`config.mk`:
```
export PLATFORM = sky130hd
export DESIGN_NAME = mod_mult_res_collect
export DESIGN_NICKNAME = d
export VERILOG_FILES = /design/src/rtl/sm2_pkg.sv /design/src/rtl/sm2_cond_sub.sv /design/src/rtl/mod_mult_res_collect.sv
export SDC_FILE = /design/constraint.sdc
export NUM_CORES = 1
export LEC_CHECK = 0
export ABC_AREA = 1
export ABC_CLOCK_PERIOD_IN_PS = 1500
export BUFFER_PORTS_ARGS = -buffer_cell sky130_fd_sc_hd__buf_4
export CORE_ASPECT_RATIO = 1.25
export CORE_MARGIN = 4
export CORE_UTILIZATION = 50
export DETAILED_ROUTE_END_ITERATION = 12
export PLACE_DENSITY_LB_ADDON = 0.15
export SLEW_MARGIN = 25
export SYNTH_ARGS = -nofsm -noshare
export SYNTH_HDL_FRONTEND = slang
export SYNTH_SLANG_ARGS = --single-unit
```
`constraint.sdc`:
```
create_clock -name clk -period 1.5 [get_ports clk]
set_input_delay 0.3 -clock clk [delete_from_list [all_inputs] [get_ports clk]]
set_output_delay 0.3 -clock clk [all_outputs]
set_load 0.01 [all_outputs]
```
`src/rtl/sm2_pkg.sv`:
```
// sm2_pkg
// Shared definitions for the SM2 modular-multiplication result path:
// the SM2 field prime p, the default word and result widths, and the state
// encoding of the result collector FSM.
// Optional feature macro: MODRES_CANON_EN adds the CANON state, in which the
// collected value is reduced once by p before it is presented.
package sm2_pkg;

  localparam int IO_WIDTH_DEF  = 32;
  localparam int CAL_WIDTH_DEF = 256;

  // SM2 recommended-curve prime p
  localparam logic [255:0] SM2_P =
    256'hFFFFFFFE_FFFFFFFF_FFFFFFFF_FFFFFFFF_FFFFFFFF_00000000_FFFFFFFF_FFFFFFFF;

  // Encodings are fixed so that IDLE/COLLECT/HOLD are identical in both builds
`ifdef MODRES_CANON_EN
  typedef enum logic [1:0] {
    IDLE    = 2'd0,
    COLLECT = 2'd1,
    CANON   = 2'd2,
    HOLD    = 2'd3
  } state_t;
`else
  typedef enum logic [1:0] {
    IDLE    = 2'd0,
    COLLECT = 2'd1,
    HOLD    = 2'd3
  } state_t;
`endif

endpackage

```
`src/rtl/sm2_cond_sub.sv`:
```
// sm2_cond_sub
// Purely combinational single-step reduction by the SM2 prime:
// y = (a >= p) ? a - p : a. One step is enough because the value fed in
// is always below 2p.
// Ports:
//   a : 256-bit input value
//   y : 256-bit reduced value
module sm2_cond_sub
  import sm2_pkg::*;
(
  input  logic [255:0] a,
  output logic [255:0] y
);

  logic [255:0] diff;

  assign diff = a - SM2_P;
  assign y    = (a >= SM2_P) ? diff : a;

endmodule

```
`src/rtl/mod_mult_res_collect.sv`:
```
// mod_mult_res_collect
// Collects WORDS = CAL_WIDTH/IO_WIDTH result words (most-significant word
// first) from a modular multiplier, assembles them into one CAL_WIDTH-bit
// value and holds it for the downstream consumer with a valid/ready handshake.
// Optional feature macro: MODRES_CANON_EN inserts a one-cycle CANON state
// that reduces the assembled value once by the SM2 prime (sm2_cond_sub).
// Ports:
//   clk       : clock, rising edge
//   rst_n     : asynchronous active-low reset
//   in_valid  : upstream word valid
//   in_ready  : block accepts a word this cycle (IDLE and COLLECT)
//   din       : result word, most-significant word first
//   flush     : synchronous abort, discards partial or held result
//   out_valid : res holds a complete result (HOLD)
//   out_ready : downstream takes res
//   res       : assembled result, zero whenever out_valid is low
//   busy      : FSM is not in IDLE
module mod_mult_res_collect
  import sm2_pkg::*;
#(
  parameter int IO_WIDTH  = IO_WIDTH_DEF,
  parameter int CAL_WIDTH = CAL_WIDTH_DEF
) (
  input  logic                 clk,
  input  logic                 rst_n,
  input  logic                 in_valid,
  output logic                 in_ready,
  input  logic [IO_WIDTH-1:0]  din,
  input  logic                 flush,
  output logic                 out_valid,
  input  logic                 out_ready,
  output logic [CAL_WIDTH-1:0] res,
  output logic                 busy
);

  localparam int WORDS = CAL_WIDTH / IO_WIDTH;
  localparam int CNT_W = (WORDS > 1) ? $clog2(WORDS) : 1;

  state_t               state, state_nxt;
  logic [CNT_W-1:0]     cnt;
  logic [CAL_WIDTH-1:0] acc;
  logic [CAL_WIDTH-1:0] acc_shift;
  logic [CAL_WIDTH-1:0] res_q;
  logic                 accept;
  logic                 last_word;

  assign in_ready  = (state == IDLE) || (state == COLLECT);
  assign busy      = (state != IDLE);
  assign out_valid = (state == HOLD);
  assign res       = res_q;

  assign accept    = in_valid && in_ready;
  assign last_word = accept && (cnt == CNT_W'(WORDS - 1));
  assign acc_shift = {acc[CAL_WIDTH-IO_WIDTH-1:0], din};

`ifdef MODRES_CANON_EN
  logic [CAL_WIDTH-1:0] acc_red;

  sm2_cond_sub u_cond_sub (
    .a (acc),
    .y (acc_red)
  );
`endif

  // State register
  always_ff @(posedge clk or negedge rst_n) begin
    if (!rst_n) begin
      state <= IDLE;
    end else begin
      state <= state_nxt;
    end
  end

  // Next-state logic; flush overrides every other transition
  always_comb begin
    state_nxt = state;
    case (state)
      IDLE, COLLECT: begin
        if (last_word) begin
`ifdef MODRES_CANON_EN
          state_nxt = CANON;
`else
          state_nxt = HOLD;
`endif
        end else if (accept) begin
          state_nxt = COLLECT;
        end
      end
`ifdef MODRES_CANON_EN
      CANON: state_nxt = HOLD;
`endif
      HOLD: begin
        if (out_ready) begin
          state_nxt = IDLE;
        end
      end
      default: state_nxt = IDLE;
    endcase
    if (flush) begin
      state_nxt = IDLE;
    end
  end

  // Word counter, shift accumulator and held result. res_q is only ever
  // non-zero while in HOLD: it is loaded on the edge entering HOLD and
  // cleared on the edge leaving it.
  always_ff @(posedge clk or negedge rst_n) begin
    if (!rst_n) begin
      cnt   <= '0;
      acc   <= '0;
      res_q <= '0;
    end else if (flush) begin
      cnt   <= '0;
      acc   <= '0;
      res_q <= '0;
    end else begin
      if (accept) begin
        acc <= acc_shift;
        cnt <= last_word ? '0 : cnt + CNT_W'(1);
      end
`ifdef MODRES_CANON_EN
      if (state == CANON) begin
        res_q <= acc_red;
      end
`else
      if (last_word) begin
        res_q <= acc_shift;
      end
`endif
      if ((state == HOLD) && out_ready) begin
        res_q <= '0;
        acc   <= '0;
      end
    end
  end

endmodule

```
After elaboration in Yosys (flattened, before gate mapping). Index checks and enable logic that the tools add are counted.

Add/subtract/negate cells: 1. Equal/unequal tests: 5. Multiplexer cells: 14. Reductions and logical operators: 11.

Operators by type and width (number): 2-to-1 mux 256 bit (3); 2-to-1 mux 224 bit (3); 2-to-1 mux 3 bit (3); 2-to-1 mux 2 bit (4); nonzero test 3 bit (2); != test 4 bit (second input constant) (1); one-hot mux 2 bit (2 select lines) (1); nonzero test 2 bit (2); adder 3 x 1 -> 3 bit (second input constant) (1); equality test 3 bit (second input constant) (1); logical AND 1 bit (3); != test 3 x 2 -> 1 bit (second input constant) (1); equality test 2 x 1 -> 1 bit (second input constant) (1); equality test 2 bit (second input constant) (1); logical NOT 2 bit (1); AND reduction 2 bit (1); OR reduction 2 bit (1); logical OR 1 bit (1).

Register bits after elaboration: 485. Bits of input ports: 37. Output and inout bits: 259. Logic and storage cells: 35.

Depth between registers and ports, before layout. Gate-level depths: netlist of run 1.

Depth in word-level cells: 7. Mapped depth: 8. Gate-level depth less buffers: 6.

Worst setup path before layout of run 1. No wires, ideal clock.

Path kind: register -> register. From: register cnt[0]. To: register res_q[245], in the netlist res[245]. Setup time: 66 ps. Arrival: 1521 ps. Data required time: 1434 ps. Setup slack: -87 ps. Stages on the path, launching flop included: 8. Path buffers: 2. Period minus slack after synthesis: 1587 ps. Path through: dfrtp_1 ha_1 ha_1 nand3_4 buf_2 buf_1 nand4_1 nand2_1.

Word-level cells in the longest chain between the ends: 3.

Ends and longest elaborated chain: start: declaration (line mod_mult_res_collect.sv:40) `logic [CNT_W-1:0] cnt;`; start signal: assignment (line mod_mult_res_collect.sv:119) `cnt <= last_word ? '0 : cnt + CNT_W'(1);`; equality test 3 bit (line mod_mult_res_collect.sv:53) `assign last_word = accept && (cnt == CNT_W'(WORDS - 1));`; logical AND 1 bit (line mod_mult_res_collect.sv:53); nonzero test 3 bit (no source line); end signal: assignment (line mod_mult_res_collect.sv:127) `res_q <= acc_shift;`; end: declaration (line mod_mult_res_collect.sv:43) `logic [CAL_WIDTH-1:0] res_q;`.

No other way between the ends. A chain may end at the register's enable or synchronous reset.

Final worst setup path of run 1.
From: register state[1]. To: register acc[180].

Word-level cells in the longest chain between the ends: 4. Elaborated cells between the ends (all ways): 9. Classes of those cells: eq/ne: 2; mux: 2; reduce/logical: 5.

Ends and longest elaborated chain: start: declaration (line mod_mult_res_collect.sv:39) `state_t state, state_nxt;`; start signal: assignment (line mod_mult_res_collect.sv:70) `state <= state_nxt;`; equality test 2 bit (tied with other cells) (line mod_mult_res_collect.sv:130) `if ((state == HOLD) && out_ready) begin`; logical AND 1 bit or logical OR 1 bit (tied branches) (line mod_mult_res_collect.sv:130, mod_mult_res_collect.sv:47); 2-to-1 mux 224 bit or logical AND 1 bit (tied branches) (line mod_mult_res_collect.sv:130, mod_mult_res_collect.sv:52); 2-to-1 mux 224 bit or nonzero test 3 bit (tied branches); end signal: assignment (line mod_mult_res_collect.sv:118) `acc <= acc_shift;`; end: declaration (line mod_mult_res_collect.sv:41) `logic [CAL_WIDTH-1:0] acc;`.

Parallel ways exist; a longest one is shown, timed or not.

==> results of run 1 <==
-- metrics by stage --
| stage | area, um^2 | hold WS [ns] | power [mW] | util |
|---|---|---|---|---|
| final | 33100 | 0.0217 | 28.9 | 0.826 |
| after global routing | 33100 | 0.0456 | 29.4 | 0.826 |
| after CTS | 31900 | 0.0161 | 28.2 | 0.795 |
| after detailed placement | 24300 | 0.198 | 14.8 | 0.605 |
| after global placement | 24300 | 0.200 | 14.7 | 0.605 |
| after floorplan | 20300 | 0.00441 | 14.0 | - |
-- layer usage --
layer,vias up,GRT usage
li1,8852,-
met1,10800,0.441
met2,1938,0.652
met3,692,0.0726
met4,0,0.251
met5,-,0
-- path summary, 6_finish.rpt --
| kind | to | depth (start not counted) |
|---|---|---|
| max in group asynchronous | res[206] | 3 |
| max reg2reg | acc[180] | 9 |
| min in group asynchronous | res[160] | 2 |
| min | state[1] | 4 |
| min reg2reg | res[234] | 2 |
| max | acc[180] | 9 |
-- cells in the final DEF, fill, tap and decap left out, types with 7 or more instances in the layout --
master         count
dlygate4sd3_1     33
nand2_1          575
bufinv_16          7
nor2_1             7
a21oi_1           11
dfrtp_1          484
buf_8             20
buf_12           124
nor2_2            13
clkbuf_16         69
clkbuf_8          13
nand3_4           16
nand3_2           75
a21oi_2           22
nand2_2          199
buf_6             62
buf_16            86
nand3_1           98
buf_4            363
nor2_4            17
nand2_4           72
nand4_1          418
-- where the power goes --
group	total, mW	leakage [nW]	switching, mW	internal (mW)
clock network	13.5	0.836	5.65	7.83
logic	2.04	10.2	1.19	0.848
registers	13.3	6.74	0.162	13.2
total	28.9	17.7	7.00	21.9
-- cell type report --
| type | count | area [um^2] | share of cell area |
|---|---|---|---|
| clock inverter | 18 | 280 | 0.00846 |
| inverter | 4 | 25.0 | 0.000755 |
| timing repair buffer | 714 | 9600 | 0.290 |
| tap | 546 | 683 | 0.0206 |
| clock buffer | 68 | 1430 | 0.0431 |
| multi-input combinational | 1530 | 8980 | 0.271 |
| sequential | 485 | 12100 | 0.366 |
-- worst register-to-register path: cells and delay by family (launching register included) --
kind / cells / cell delay (ns)
buffers and inverters: 6 / 0.82
DFF: 1 / 0.42
and+or+nand+nor: 3 / 0.67
-- sequential cells by signal (all words and copies together), names as in the netlist --
register / count
state: 2
cnt: 3
res: 256
acc: 224
-- cells by family (layout without fill, tap and decap cells) --
family,Yosys count,in the layout,share of synthesized area
simple gates,1493,1493,0.342
flops,485,485,0.599
buf+inv,231,804,0.0489
compound gates,34,34,0.00840
fa+ha+maj,2,2,0.00124
xor+xnor,1,1,0.000432
-- what timing repair did --
| action | CTS | global route |
|---|---|---|
| gates resized for setup | 464 | 336 |
| hold buffers | 33 | 0 |
| cloned | 107 | 24 |
| buffers inserted | 104 | 37 |
| pin swaps | 162 | 177 |
| setup endpoints to repair | 296 | 490 |
| endpoints found under the hold margin | 362 | 0 |
==> metrics, run 1 <==
DRT iter0 DRCs=3177; vias per cell=6.63; largest stage delay on the critical path=0.42 ns; leakage power total=17.7 nW; top layer in use=met4; All-Layer GR Usage=0.382; Core ar.=40100 um^2; Post-synth top cells=nand2_1 (847), dfrtp_1 (485), nand4_1 (418); dpl hpwl=43400 um; Worst-Skew Late Latency=0.60 ns; Total Routed Length=94900 um; min-delay src=out_ready; Max Slew Vio Count=0; HP Class=in2reg; CP Capture Type=flip-flop; violated checks=setup timing; antenna viol nets, final=0; pin count of the biggest net entering global routing=73; Die Area=43800 um^2; Max Clk Rate=0.503 GHz; CTS max path bufs=3; PortBufs=295; Relative slew margins=0.661; syn_area_per_cell=9.02 um^2; worst setup slack after layout=-0.488 ns; delay-heaviest family, CP=buffers and inverters; io pins=296; first-pass GRT wire length=131000 um; top post-synthesis cells by area=dfrtp_1 (60%), nand2_1 (16%), nand4_1 (13%); Initial Utilization=0.505; unrepaired setup endpoints after global routing=yes; R2R Path Start=state[1]; slowest CP cell=dfrtp_2; pre-CTS worst setup slack=-0.154 ns; share of layout cells above drive strength 1=0.420; required time worst endpoint=2.03 ns; Final Hold Viols=0; total of max-cap violations=0; Clock H-tree levels=2; startpoint types=flip-flop; most numerous cell in the Yosys netlist=nand2_1; DRC viols=0; initial antenna violation count=0; setup TNS=-91.63 ns; diode count=0; asr flop ratio synth=1.00; Most Frequent Cell on Critical Path=buf_6; CP Max Fanout=6; ys flop type=dfrtp_1; R2R Setup Slk=-0.49 ns; Die Height=233 um; outcome=finished with violations; TritonCTS clock tree=yes; crit-path cells=buf_6, buf_6, nand3_4, buf_12, buf_12, buf_16, buf_6, nand4_1, nand2_1; Routability Congestion=0.877; Num CTS Buffers=48; Yosys top cell area share=0.599; Final setup viols=492; Slew @ Worst Pin=0.508 ns; Vias=22300; crit path DAT=2.51 ns; WL met2=45500 um; EDFF count, synth=0; Crit Path Category=reg2reg; Layout fillers=2000; metal3 WL=9500 um; power per cell area=871 nW/um^2; number of global-route vias before repair=22000; Synth Net Count=2285; CTS Sinks=485; FF+latch count, synth=485; Remaining Overflow, GRT=0; Critical Path Source=state[1]; mean routed wirelength per cell=28.2 um; drt first pass iters=8; Cell Area, Synth=20300 um^2; Mapped Cells=2246; # rows=82; WP buf/inv=6; largest area contributor in the netlist=dfrtp_1; Final Non-Filler Cells=3365; die width=188 um; peak supply drop=0.879 mV; nets=2822; M1 WL=30500 um; final period utilization=1.33; Period minus WS final=1.99 ns; sequential area share after synthesis=0.599; Clock transition at path regs=0.07 ns; P&R area growth vs syn=63.6%; Inst Count DP=3020; clk_skew=0.0236 ns; Yosys warnings=0; Root Buffer=clkbuf_16; Synth cell types=21
Power figures use the tool's default switching activity.
==> run 2, diff against run 1 <==
- ABC_CLOCK_PERIOD_IN_PS: 1500 -> 1900
- clock period: 1.5 -> 1.9 ns (I/O delays scaled with it)
==> metrics, run 2 (synthesis results as in run 1) <==
CTS Sinks=485 (unchanged); most frequent cells in the layout=nand2_1 (847), dfrtp_1 (484), nand4_1 (418); share of layout cells above drive strength 1=0.189 (-0.231); Clock transition at path regs=0.06 ns (about the same); initial antenna violation count=0 (unchanged); CP Capture Type=output pin; Core ar.=40100 um^2 (unchanged); final period utilization=0.975; Final Non-Filler Cells=3035 (-9.8%); Routability Congestion=0.885 (+0.98%); nets=2496 (-12%); All-Layer GR Usage=0.275 (-0.107); first-pass GRT wire length=97000 um (-26%); dpl hpwl=41300 um (-4.9%); Logic pwr share=0.042 (-0.029); Fin Hold WS=0.0256 ns (+0.00384 ns); Max Slew Vio Count=0 (unchanged); io pins=296 (unchanged); antenna viol nets, final=0 (unchanged); number of global-route vias before repair=17200 (-22%); CP Max Fanout=4 (-2); drt first pass iters=5 (-3); unrepaired setup endpoints after global routing=no; diode count=0 (unchanged); vias per cell=5.79 (-13%); Die Area=43800 um^2 (unchanged); DRT iter0 DRCs=1633 (-49%); Core Util, Final=0.626 (-0.200); Worst-Skew Late Latency=0.57 ns (-0.03 ns); Num CTS Buffers=48 (unchanged); Final Hold Viols=0 (unchanged); peak supply drop=0.701 mV (-20%); Inst Count DP=2950 (-2.3%); leakage power total=13.8 nW (-22%); Total Routed Length=61700 um (-35%); Crit Path Category=reg2out; Remaining Overflow, GRT=0 (unchanged); Final setup viols=0 (-100%); clk_skew=0.0176 ns (-0.00601 ns); total of max-cap violations=0 (unchanged); Clk pwr share=0.466 (about the same); Relative slew margins=0.651 (-0.00980); setup TNS=0 ns (+91.63 ns); most common cell after layout, fill and taps aside=nand2_1; switching share of power=0.219 (-0.0233); mean routed wirelength per cell=20.3 um (-28%); startpoint types=flip-flop; Period minus WS final=1.85 ns; Largest register FFs=256 (unchanged); die width=188 um (unchanged); power per cell area=851 nW/um^2 (-2.3%); Internal Power=16.7 mW (-24%); P&R area growth vs syn=24.0%; HP Class=in2reg; pin count of the biggest net entering global routing=104 (+42%); Vias=17600 (-21%); DRC viols=0 (unchanged); required time worst endpoint=1.52 ns (-0.51 ns); Layout fillers=3389 (+69%); Switching Power=4.69 mW (-33%); Max Clk Rate=0.540 GHz; sequential share of power=0.491 (+0.029); Die Height=233 um (unchanged); CTS max path bufs=3 (unchanged); TritonCTS clock tree=yes; crit path DAT=1.47 ns (-1.04 ns); Slew @ Worst Pin=0.523 ns (+0.0147 ns); Clock H-tree levels=2 (unchanged); Initial Utilization=0.505 (unchanged); outcome=finished clean; # rows=82 (unchanged); Root Buffer=clkbuf_16; PortBufs=295 (unchanged)
==> run 2: changes by cell type in the layout (fill, tap and decap cells not counted), sizes merged <==
cell / delta
clkinv: -3
dlygate4sd3: -32
buf: -268
clkinvlp: -2
bufbuf: -6
bufinv: -1
clkbuf: -18
==> run 2: power by group through the flow <==
stage	sequential [mW]	clock, mW	combinational, mW
2_1_floorplan	10.6	0	0.375
3_5_place_dp	10.7	0	0.910
5_1_grt	10.5	10.6	1.00
4_1_cts	10.5	10.1	0.916
6_report	10.5	9.97	0.907
3_3_place_gp	10.7	0	0.900
==> run 2: layout make-up <==
type	count	area, um^2	share of cell area
timing repair buffer	388	3470	0.138
tap	546	683	0.0272
inverter	4	22.5	0.000897
clock buffer	70	1440	0.0571
clock inverter	12	220	0.00877
sequential	485	12100	0.483
multi-input combinational	1530	7140	0.284
==> run 2: timing repair <==
action | in CTS | in global routing
gates resized for setup | 1 | 0
hold buffers | 1 | 0
hold endpoints to repair | 23 | 0
setup endpoints to repair | 1 | 1
pin swaps | 0 | 0
setup buffers | 0 | 2
==> run 2: worst max-delay path, stage by stage, from the launching register on <==
cell and delay (ns):
dfrtp_1 0.43, or2_2 0.34, buf_4 0.15
==> run 2: through the flow <==
| stage | power (mW) | setup slack, ns | instance area, um^2 |
|---|---|---|---|
| 2_1_floorplan | 11.0 | 0.313 | 20300 |
| 3_3_place_gp | 11.6 | 0.199 | 23400 |
| 3_5_place_dp | 11.6 | 0.162 | 23400 |
| 4_1_cts | 21.5 | 0.0178 | 25100 |
| 5_1_grt | 22.1 | 0.00381 | 25100 |
| 6_report | 21.4 | 0.0476 | 25100 |
==> run 2: worst paths after layout <==
| path | from | endpoint | slack, ns | cells after the start |
|---|---|---|---|---|
| max | state[0] | busy | 0.05 | 2 |
| min | din[25] | res[25] | 0.03 | 3 |
| max reg2reg | cnt[0] | res[17] | 0.14 | 7 |
| min reg2reg | acc[199] | res[231] | 0.48 | 2 |
| max in group asynchronous | rst_n | res[239] | 0.84 | 4 |
| min in group asynchronous | rst_n | acc[94] | 0.33 | 2 |
==> run 2: metal layers <==
layer,routed length (um),vias to the layer above,global-route usage,part of all wire
li1,-,8119,-,-
met1,23800,8667,0.350,0.39
met2,30900,665,0.463,0.50
met3,4420,135,0.0618,0.072
met4,2580,0,0.106,0.042
met5,0,-,0,0
